**src/rtl/reg_file.sv**
```systemverilog
// General-purpose register file: one synchronous write port and two
// combinational read ports, with an optional hard-wired zero register and write bypass.
module reg_file #(
  parameter int DATA_W   = 8,
  parameter int ADDR_W   = 3,
  parameter bit ZERO_REG = 1'b1,
  parameter bit BYPASS   = 1'b1
) (
  input  logic              clk,
  input  logic              rst_n,
  input  logic              we,
  input  logic [ADDR_W-1:0] waddr,
  input  logic [DATA_W-1:0] wdata,
  input  logic [ADDR_W-1:0] raddr_a,
  output logic [DATA_W-1:0] rdata_a,
  input  logic [ADDR_W-1:0] raddr_b,
  output logic [DATA_W-1:0] rdata_b
);

  localparam int DEPTH = 32'sd1 << ADDR_W;

  logic [DATA_W-1:0] mem_r [DEPTH];
  logic              wr_en_s;

  // Shared read rule for both ports; register 0 and reset both force zero.
  function automatic logic [DATA_W-1:0] read_port(
    input logic              rst_ok,
    input logic              wr_en,
    input logic [ADDR_W-1:0] wr_addr,
    input logic [DATA_W-1:0] wr_data,
    input logic [ADDR_W-1:0] rd_addr,
    input logic [DATA_W-1:0] stored
  );
    logic [DATA_W-1:0] val;
    if (!rst_ok) begin
      val = '0;
    end else if (ZERO_REG && (rd_addr == '0)) begin
      val = '0;
    end else if (BYPASS && wr_en && (wr_addr == rd_addr)) begin
      val = wr_data;
    end else begin
      val = stored;
    end
    return val;
  endfunction

  // A write is effective only out of reset and not when aimed at a hard-wired zero register.
  always_comb begin
    wr_en_s = 1'b0;
    if (rst_n && we && !(ZERO_REG && (waddr == '0))) begin
      wr_en_s = 1'b1;
    end else begin
      wr_en_s = 1'b0;
    end
  end

  // Register array: async clear, single write per rising edge.
  always_ff @(posedge clk or negedge rst_n) begin
    if (!rst_n) begin
      for (int i = 0; i < DEPTH; i++) begin
        mem_r[i] <= '0;
      end
    end else if (wr_en_s) begin
      mem_r[waddr] <= wdata;
    end
  end

  // Combinational read ports.
  always_comb begin
    rdata_a = '0;
    rdata_b = '0;
    rdata_a = read_port(rst_n, wr_en_s, waddr, wdata, raddr_a, mem_r[raddr_a]);
    rdata_b = read_port(rst_n, wr_en_s, waddr, wdata, raddr_b, mem_r[raddr_b]);
  end

endmodule
```
**config.mk**
```make
export PLATFORM = sky130hd
export DESIGN_NAME = reg_file
export DESIGN_NICKNAME = d
export VERILOG_FILES = /design/src/rtl/reg_file.sv
export SDC_FILE = /design/constraint.sdc
export NUM_CORES = 1
export LEC_CHECK = 0
export CORE_MARGIN = 2
export CORE_UTILIZATION = 61
export CTS_CLUSTER_DIAMETER = 40
export DETAILED_ROUTE_END_ITERATION = 8
export PLACE_DENSITY = 0.9
export REMOVE_ABC_BUFFERS = 1
export SYNTH_ARGS = -nofsm -noshare
export SYNTH_HDL_FRONTEND = slang
export SYNTH_SLANG_ARGS = --single-unit
```
**constraint.sdc**
```tcl
create_clock -name clk -period 2.9 [get_ports clk]
set_input_delay 0.29 -clock clk [delete_from_list [all_inputs] [get_ports clk]]
set_output_delay 0.29 -clock clk [all_outputs]
set_load 0.005 [all_outputs]
```
Word-level counts from Yosys, hierarchy flattened
Cells that the tools add are included.
Storage, ports and cells
  input port bits: 20
  bits in registers: 64
  output and inout port bits: 16
Operators by class
  order comparisons: 4
  equal/unequal tests: 2
  mux-type cells: 16
  bitwise operators: 3
  reductions and logical operators: 9
Operators by type and width (count)
  two-way mux 8 bit: 11
  bitwise mux 64 bit: 1
  binary-select mux 8 bit (select 3 bit): 2
  demux 8 bit (select 3 bit): 1
  >= comparator 4 bit (second input constant): 3
  NOT 3 -> 4 bit: 3
  zero test 3 bit: 3
  equality test 3 bit: 2
  logical AND 1 bit: 5
  < comparator 4 x 1 -> 1 bit (second input constant): 1
  zero test 1 bit: 1
  two-way mux 1 bit: 1

Depth between registers and ports, before layout
Gate-level depths: netlist of run 1.
  depth after elaboration: 8
  depth in mapped cells: 6
  mapped depth without buffers: 4

Worst setup path before layout of run 1
No wires, ideal clock.
  path type: in2out
  from: input raddr_a[1]
  to: output rdata_a[0]
  path buffers: 2
  data arrival time: 1.702 ns
  path slack: 0.908 ns
  stages: 6
  path through: buf_4 -> buf_2 -> mux4_2 -> mux2_2 -> mux2i_1 -> nor2_1
Between the ends
  word-level cells in the longest chain between the ends: 7
  elaborated cells between the ends (all ways): 10
  those cells by class: eq/ne: 1; mux: 6; bitwise: 1; reduce/logical: 2
RTL lines
  start: declaration: RTL line 14  | input logic [ADDR_W-1:0] raddr_a,
  NOT 3 -> 4 bit (implied by the code): RTL line 72  | rdata_a = read_port(rst_n, wr_en_s, waddr, wdata, raddr_a, mem_r[raddr_a]);
  binary-select mux 8 bit (select 3 bit): RTL line 72
  two-way mux 8 bit (implied by the code) (2 in a row): RTL line 72
  two-way mux 8 bit: RTL line 39  | end else if (BYPASS && wr_en && (wr_addr == rd_addr)) begin
  two-way mux 8 bit (*): RTL line 37  | end else if (ZERO_REG && (rd_addr == '0)) begin
  two-way mux 8 bit (*): RTL line 35  | if (!rst_ok) begin
  end: declaration: RTL line 15  | output logic [DATA_W-1:0] rdata_a,
Mark *: on every way between the ends. The rest lies on a longest branch, timed or not. The select of a mux whose other input is x is not followed.

Worst setup path in the final report of run 1
  from: input raddr_a[1]
  to: output rdata_a[5]
The elaborated chain is that of the path after synthesis.

==> flow_summary.ini, run 1 <==
[setup_path]
critPathSlowestCell = mux4_2
timing.rr.start = mem_r[14]
reg2reg_to = mem_r[14]
crit_chain = clkdlybuf4s50_1 -> buf_12 -> mux4_2 -> mux2_2 -> mux2i_1 -> nor2_1 -> clkdlybuf4s50_1
critPathMaxStageDelay_ns = 0.52
critPathKind = input port to output pin
crit_path_end_kind = output pin
r2r_cells = 1
start_kind = input port
cp.required_ns = 2.61
crit_fanout = 18
worstPathArrival_ns = 2.50
reg2reg_slack_ns = 2.08
crit_top_cell = clkdlybuf4s50_1

[drt]
postRouteAntennaNets = 0
drcViolationCount = 0
vias = 2400
vias_per_cell = 6.38
wl_um = 8860
first_pass_iters = 4
drt-initial-drc-count = 144
wl_per_cell_um = 23.6

[place]
place.port_buffers = 35
dp_worst_setup_slack_ns = 0.0660
place_area_um2 = 4240
gp_congestion = 0.865
dp_hpwl_um = 6110

[synth]
netlist_area_um2 = 3660
avgSynthCellArea_um2 = 15.0
ys_warn_count = 0
synth_seq_cells = 64
synth_cell_type_count = 21
ys_seq_area_frac = 0.438
synthCells = 244

[pwr]
powerDensity_nw_per_um2 = 602
leakagePower_nw = 1.83
peakVddDrop_v = 0.000418

[sta]
hold_viol_final = 0
setup_ws_ns = 0.111
tns_ns = 0
setup_viol = 0
rsz0062_at_grt = no
finalCritPeriodShare = 0.962
worst_pin_slew_ns = 0.645
finalCriticalPeriod_ns = 2.79
relSlewSlack = 0.569
slew_violations = 0
timing.fmax_mhz = 358
whs_ns = 0.0671
clock_skew_ns = 0

[floorplanning]
io_pins = 36
rows = 28
initial_core_util = 0.626
coreArea_um2 = 5850
die_w_um = 81.5
dieArea_um2 = 6630
die_h_um = 81.5

[finish]
layout-drive-gt1-share = 0.512
area_delta_synth_final_pct = 21.2
largest_reg_flops = 64
nets = 317
final_area_um2 = 4430
largestRegisters = mem_r x64
regMostFlops = mem_r
diodes = 0

[worst_hold_path]
min_path_type = input port to async pin

[global_route]
grt_pass1_vias = 2547
grt_util_all_layers = 0.299
grt_antenna_before_repair = 0
gr-total-overflow = 0
grt_max_degree = 41
grt_pass1_wl_um = 13700

[run_status]
status = finished clean

[clocking]
cts-buffers-inserted = 9
cts_tree = done
cts_setup_buffers = 0
clk_latency_ns = 0.34
clk_pin_slew_ns = 0.07
cts_sinks = 64
cts-root-buf = clkbuf_8
cts_htree_levels = 3
clockBufferDepth = 2
cts_resized = 0
hold_buffers = 0

[flow_run]
cap_violations = 0
synthesized netlist by cell type, drive strengths merged:
library cell / number / area share
mux2: 72 / 0.22
dfrtp: 64 / 0.44
mux4: 32 / 0.20
nor2: 19 / 0.020
mux2i: 16 / 0.044
clkbuf: 12 / 0.013
buf: 9 / 0.013
xor2: 6 / 0.014
nor3: 3 / 0.0082
nand2: 2 / 0.0021
nor4: 2 / 0.012
o31ai: 2 / 0.0041
nand2b: 1 / 0.0017
nand3: 1 / 0.0014
o311ai: 1 / 0.0072
or2b: 1 / 0.0021
or3: 1 / 0.0017
routing by layer:
metal,global-route usage,wire (um),part of all wire,up-vias
li1,-,-,-,1037
met1,0.387,3560,0.40,1243
met2,0.507,4620,0.52,101
met3,0.0396,486,0.055,19
met4,0.134,191,0.022,0
met5,0,0,0,-
worst max path at each step:
stage          slack [ns]    endpoint  startpoint
3_5_place_dp         0.07  rdata_a[1]    waddr[0]
5_1_grt             0.008  rdata_b[2]  raddr_b[1]
4_1_cts              0.06  rdata_a[1]    waddr[0]
6_report             0.11  rdata_a[5]  raddr_a[1]
2_1_floorplan        1.30  rdata_a[0]  raddr_a[1]
3_3_place_gp         0.16  rdata_a[3]    waddr[1]
per-stage QoR:
stage,utilization,power [mW],cells
after floorplan,-,1.64,223
after global placement,0.725,1.90,361
after detailed placement,0.725,1.94,361
after CTS,0.757,2.69,376
after global routing,0.758,2.79,376
final,0.758,2.67,376
cell usage in the layout (no fill, tap or decap), drive strengths merged:
master and count:
buf 29, bufinv 1, clkbuf 11, clkdlybuf4s50 31
clkinv 3, dfrtp 64, dlymetal6s2s 3, mux2 72
mux2i 16, mux4 32, nand2 2, nand2b 1
nand3 1, nor2 19, nor3 3, nor4 2
o311ai 1, o31ai 2, or2b 1, or3 1
xor2 6
power breakdown:
group | total [mW] | internal [mW] | switching [mW]
logic | 0.713 | 0.467 | 0.246
clock network | 0.741 | 0.411 | 0.330
registers | 1.22 | 1.08 | 0.141
total | 2.67 | 1.95 | 0.717
worst max-delay path, delay by kind of cell:
family        cells  cell delay, ns
mux               3            0.97
simple gates      1            0.08
buf+inv           3            1.15
cell type report:
type | instances | area (um^2)
Multi-Input combinational cell | 159 | 1960
Sequential cell | 64 | 1600
Fill cell | 371 | 1420
Timing Repair Buffer | 63 | 588
Clock buffer | 11 | 141
Tap cell | 75 | 93.8
Clock inverter | 4 | 45.0
cell families (layout without fill, tap and decap cells):
logic type,after synthesis,count (layout),share of synthesized area
mux,120,120,0.462
flops,64,64,0.438
simple gates,30,30,0.0489
buf+inv,21,78,0.0256
xor+xnor,6,6,0.0144
compound gates,3,3,0.0113
Power figures use the tool's default switching activity.
==> run 2, diff against run 1 <==
--- a/config.mk
+++ b/config.mk
@@ -6,10 +6,10 @@
 export NUM_CORES = 1
 export LEC_CHECK = 0
 export CORE_MARGIN = 2
-export CORE_UTILIZATION = 61
+export CORE_UTILIZATION = 40
 export CTS_CLUSTER_DIAMETER = 40
 export DETAILED_ROUTE_END_ITERATION = 8
-export PLACE_DENSITY = 0.9
+export PLACE_DENSITY = 0.65
 export REMOVE_ABC_BUFFERS = 1
 export SYNTH_ARGS = -nofsm -noshare
 export SYNTH_HDL_FRONTEND = slang
==> flow_summary.ini, run 2 (synthesized netlist as in run 1, its figures left out) <==
[run_status]
status = finished clean

[worst_hold_path]
min_path_type = input port to async pin

[global_route]
grt_pass1_vias = 2554
grt_pass1_wl_um = 14400
grt_util_all_layers = 0.194
gr-total-overflow = 0
grt_max_degree = 69
grt_antenna_before_repair = 0

[setup_path]
crit_fanout = 18
crit_path_end_kind = output pin
critPathKind = input port to output pin
worstPathArrival_ns = 2.44
timing.rr.start = mem_r[37]
reg2reg_to = mem_r[37]
cp.required_ns = 2.61
reg2reg_slack_ns = 2.11
r2r_cells = 1
start_kind = input port

[pwr]
power.total_mw = 2.70
power_switching_mw = 0.715
leakagePower_nw = 1.83
pwr-share-comb = 0.260
seq_power_share = 0.451
p_int_mw = 1.99
peakVddDrop_v = 0.000334
pwr-share-clk = 0.289
powerDensity_nw_per_um2 = 600
p_sw_frac = 0.265

[place]
placedCellCount = 393
place.port_buffers = 35
gp_congestion = 0.793
dp_hpwl_um = 6180

[floorplanning]
die_h_um = 99.7
rows = 34
initial_core_util = 0.416
dieArea_um2 = 9930
die_w_um = 99.7
coreArea_um2 = 8810
io_pins = 36

[finish]
layout_common_cells = mux2_2, dfrtp_1, mux4_2, clkdlybuf4s50_1, buf_4
nets = 316
fill_cells = 761
area_delta_synth_final_pct = 23.0
diodes = 0
final_cells = 409
largestRegisters = mem_r x64
layout-drive-gt1-share = 0.508
final_common_cell = mux2_2
largest_reg_flops = 64
regMostFlops = mem_r

[clocking]
cts-buffers-inserted = 9
cts-root-buf = clkbuf_8
cts_sinks = 64
clk_latency_ns = 0.33
cts_htree_levels = 3
cts_tree = done
clk_pin_slew_ns = 0.07
clockBufferDepth = 2
cts_setup_buffers = 0

[flow_run]
cap_violations = 0

[sta]
tns_ns = 0
hold_viol_final = 0
finalCriticalPeriod_ns = 2.73
rsz0062_at_grt = no
setup_viol = 0
clock_skew_ns = 0
finalCritPeriodShare = 0.943
whs_ns = 0.0100
worst_pin_slew_ns = 0.525
slew_violations = 0
relSlewSlack = 0.650
timing.fmax_mhz = 366

[drt]
wl_per_cell_um = 21.6
wl_um = 8850
vias_per_cell = 5.59
vias = 2286
drt-initial-drc-count = 119
first_pass_iters = 4
drcViolationCount = 0
postRouteAntennaNets = 0
[run 2: cell type report]
class	count	area (um^2)	share of cell area
clock buffers	13	159	0.0353
clock inverters	3	40.0	0.00889
multi-input cells	159	1960	0.436
well taps	108	135	0.0300
flip-flops and latches	64	1600	0.356
repair buffers	62	603	0.134
[run 2: critical path, cell delays in order]
cell             delay, ns
clkdlybuf4s50_1       0.50
buf_12                0.20
mux4_2                0.51
mux2_2                0.28
mux2i_1               0.13
nor2_1                0.07
clkdlybuf4s50_1       0.45
[run 2: how the worst max path moves through the flow]
stage,end,startpoint
after floorplan,rdata_a[0],raddr_a[1]
after global placement,rdata_b[6],raddr_b[0]
after detailed placement,rdata_a[4],waddr[0]
after CTS,rdata_a[4],waddr[1]
after global routing,rdata_a[4],raddr_a[1]
final,rdata_b[6],raddr_b[0]
[run 2: timing repair]
item	in CTS	in global routing
endpoints found under the setup margin	0	2
gates resized for setup	0	2
hold buffers	0	0
[run 2: layer usage]
layer  GRT usage  share of wire
met1       0.272           0.46
met2       0.311           0.48
met3      0.0408          0.043
met4      0.0464         0.0088
met5           0              0
[run 2: metrics by stage]
stage	area (um^2)	setup WS (ns)	util
after detailed placement	4300	0.133	0.488
final	4500	0.165	0.511
after floorplan	3570	1.30	-
after global routing	4500	0.0260	0.511
after CTS	4500	0.129	0.511
after global placement	4300	0.156	0.488
[run 2: power groups by stage]
stage / combinational [mW] / sequential [mW] / clock, mW
3_3_place_gp: 0.693 / 1.23 / 0
4_1_cts: 0.713 / 1.22 / 0.799
2_1_floorplan: 0.471 / 1.17 / 0
5_1_grt: 0.767 / 1.24 / 0.837
6_report: 0.703 / 1.22 / 0.780
3_5_place_dp: 0.708 / 1.24 / 0
==> run 3, diff against run 2 <==
--- a/config.mk
+++ b/config.mk
@@ -11,6 +11,7 @@
 export DETAILED_ROUTE_END_ITERATION = 8
 export PLACE_DENSITY = 0.65
 export REMOVE_ABC_BUFFERS = 1
+export SKIP_LAST_GASP = 1
 export SYNTH_ARGS = -nofsm -noshare
 export SYNTH_HDL_FRONTEND = slang
 export SYNTH_SLANG_ARGS = --single-unit
==> constraint.sdc (replaced) <==
create_clock -name clk -period 2.9 [get_ports clk]
set_input_delay 0.87 -clock clk [delete_from_list [all_inputs] [get_ports clk]]
set_output_delay 0.87 -clock clk [all_outputs]
set_load 0.005 [all_outputs]
==> flow_summary.ini, run 3 (synthesized netlist as in run 1, its figures left out) <==
[finish]
nets = 371
final_common_cell = dfrtp_1
layout_common_cells = dfrtp_1, mux2_2, buf_4
final_core_util = 0.589
diodes = 0
final_cells = 464
area_delta_synth_final_pct = 41.8
regMostFlops = mem_r
fill_cells = 686
largest_reg_flops = 64
largestRegisters = mem_r x64
layout-drive-gt1-share = 0.677

[sta]
finalCritPeriodShare = 1.09
relSlewSlack = 0.701
setup_ws_ns = -0.267
slew_violations = 0
clock_skew_ns = 0
rsz0062_at_grt = yes
finalCriticalPeriod_ns = 3.17
timing.fmax_mhz = 316
worst_pin_slew_ns = 0.448
tns_ns = -3.23
setup_viol = 16
hold_viol_final = 0

[setup_path]
worstPathArrival_ns = 2.30
critPathKind = input port to output pin
crit_path_end_kind = output pin
start_kind = input port
cp.required_ns = 2.03
crit_fanout = 4

[pwr]
powerDensity_nw_per_um2 = 558
leakagePower_nw = 2.26
peakVddDrop_v = 0.000307
power.total_mw = 2.90

[floorplanning]
die_w_um = 99.7
coreArea_um2 = 8810
dieArea_um2 = 9930
rows = 34
initial_core_util = 0.416
die_h_um = 99.7
io_pins = 36

[run_status]
violations = negative setup slack
status = finished, violations left

[global_route]
grt_pass1_wl_um = 16700
grt_util_all_layers = 0.229
grt_max_degree = 55
grt_antenna_before_repair = 0
grt_pass1_vias = 2899
gr-total-overflow = 0

[place]
place.port_buffers = 35
gp_congestion = 0.824
dp_worst_setup_slack_ns = -0.993
dp_hpwl_um = 6680
placedCellCount = 418

[drt]
drcViolationCount = 0
wl_per_cell_um = 23.1
drt-initial-drc-count = 110
postRouteAntennaNets = 0
wl_um = 10700
vias_per_cell = 5.71
first_pass_iters = 4
vias = 2651

[flow_run]
cap_violations = 0

[clocking]
cts_tree = done
clk_latency_ns = 0.34
cts-buffers-inserted = 9
cts_sinks = 64
clockBufferDepth = 2
cts-root-buf = clkbuf_8
cts_htree_levels = 3
clk_pin_slew_ns = 0.07

[worst_hold_path]
min_path_type = flop to flop
-- run 3: changes by cell type in the layout (fill, tap and decap cells not counted), moves of 14 or more --
cell	previous run	this run
buf_4	23	53
mux2_2	72	58
mux2_4	0	14
buf_6	0	18
buf_2	1	20
clkdlybuf4s50_1	32	8
-- run 3: repair_timing --
item,4_1_cts,5_1_grt
pin swaps,16,12
resized for setup,150,25
cloned,5,0
buffers inserted,20,7
hold buffers,0,0
setup endpoints to repair,20,19
-- run 3: power breakdown --
part           total (mW)  leakage (nW)  switching [mW]  internal (mW)
clock network       0.858         0.101           0.375          0.483
logic               0.820          1.36           0.282          0.538
registers            1.22         0.799           0.143           1.08
total                2.90          2.26           0.799           2.10
-- run 3: metal layers --
layer  up-vias  track usage  routed length [um]
li1       1142            -                   -
met2       105        0.378                5270
met4         0       0.0917                 362
met3        31       0.0450                 517
met1      1373        0.300                4580
met5         -            0                   0
-- run 3: final cells by class --
| cell class | count | area [um^2] | area share |
|---|---|---|---|
| clock buffer | 9 | 124 | 0.0239 |
| multi-input combinational | 159 | 2110 | 0.406 |
| tap | 108 | 135 | 0.0260 |
| timing repair buffer | 117 | 1120 | 0.217 |
| sequential | 64 | 1600 | 0.309 |
| clock inverter | 7 | 96.3 | 0.0186 |
-- run 3: path summary, 6_finish.rpt --
check	startpoint	to	slack (ns)	cells past startpoint
max reg2reg	mem_r[14]	mem_r[14]	2.10	1
max in group asynchronous	rst_n	mem_r[55]	1.62	3
min in group asynchronous	rst_n	mem_r[14]	0.55	2
min reg2reg	mem_r[59]	mem_r[59]	0.40	0
min	mem_r[59]	mem_r[59]	0.40	0
max	raddr_a[1]	rdata_a[5]	-0.27	9
-- run 3: metrics by stage --
stage          hold WS [ns]  cell area (um^2)
3_3_place_gp          0.379              4460
4_1_cts               0.401              5090
6_report              0.401              5190
2_1_floorplan         0.365              3570
5_1_grt               0.419              5190
3_5_place_dp          0.384              4460
-- run 3: critical path, stage by stage --
cell and delay, ns:
buf_12 0.13, buf_16 0.14, xor2_4 0.15, nor4_4 0.31, buf_6 0.18, buf_12 0.11
mux2i_1 0.20, nor2_1 0.09, buf_2 0.13
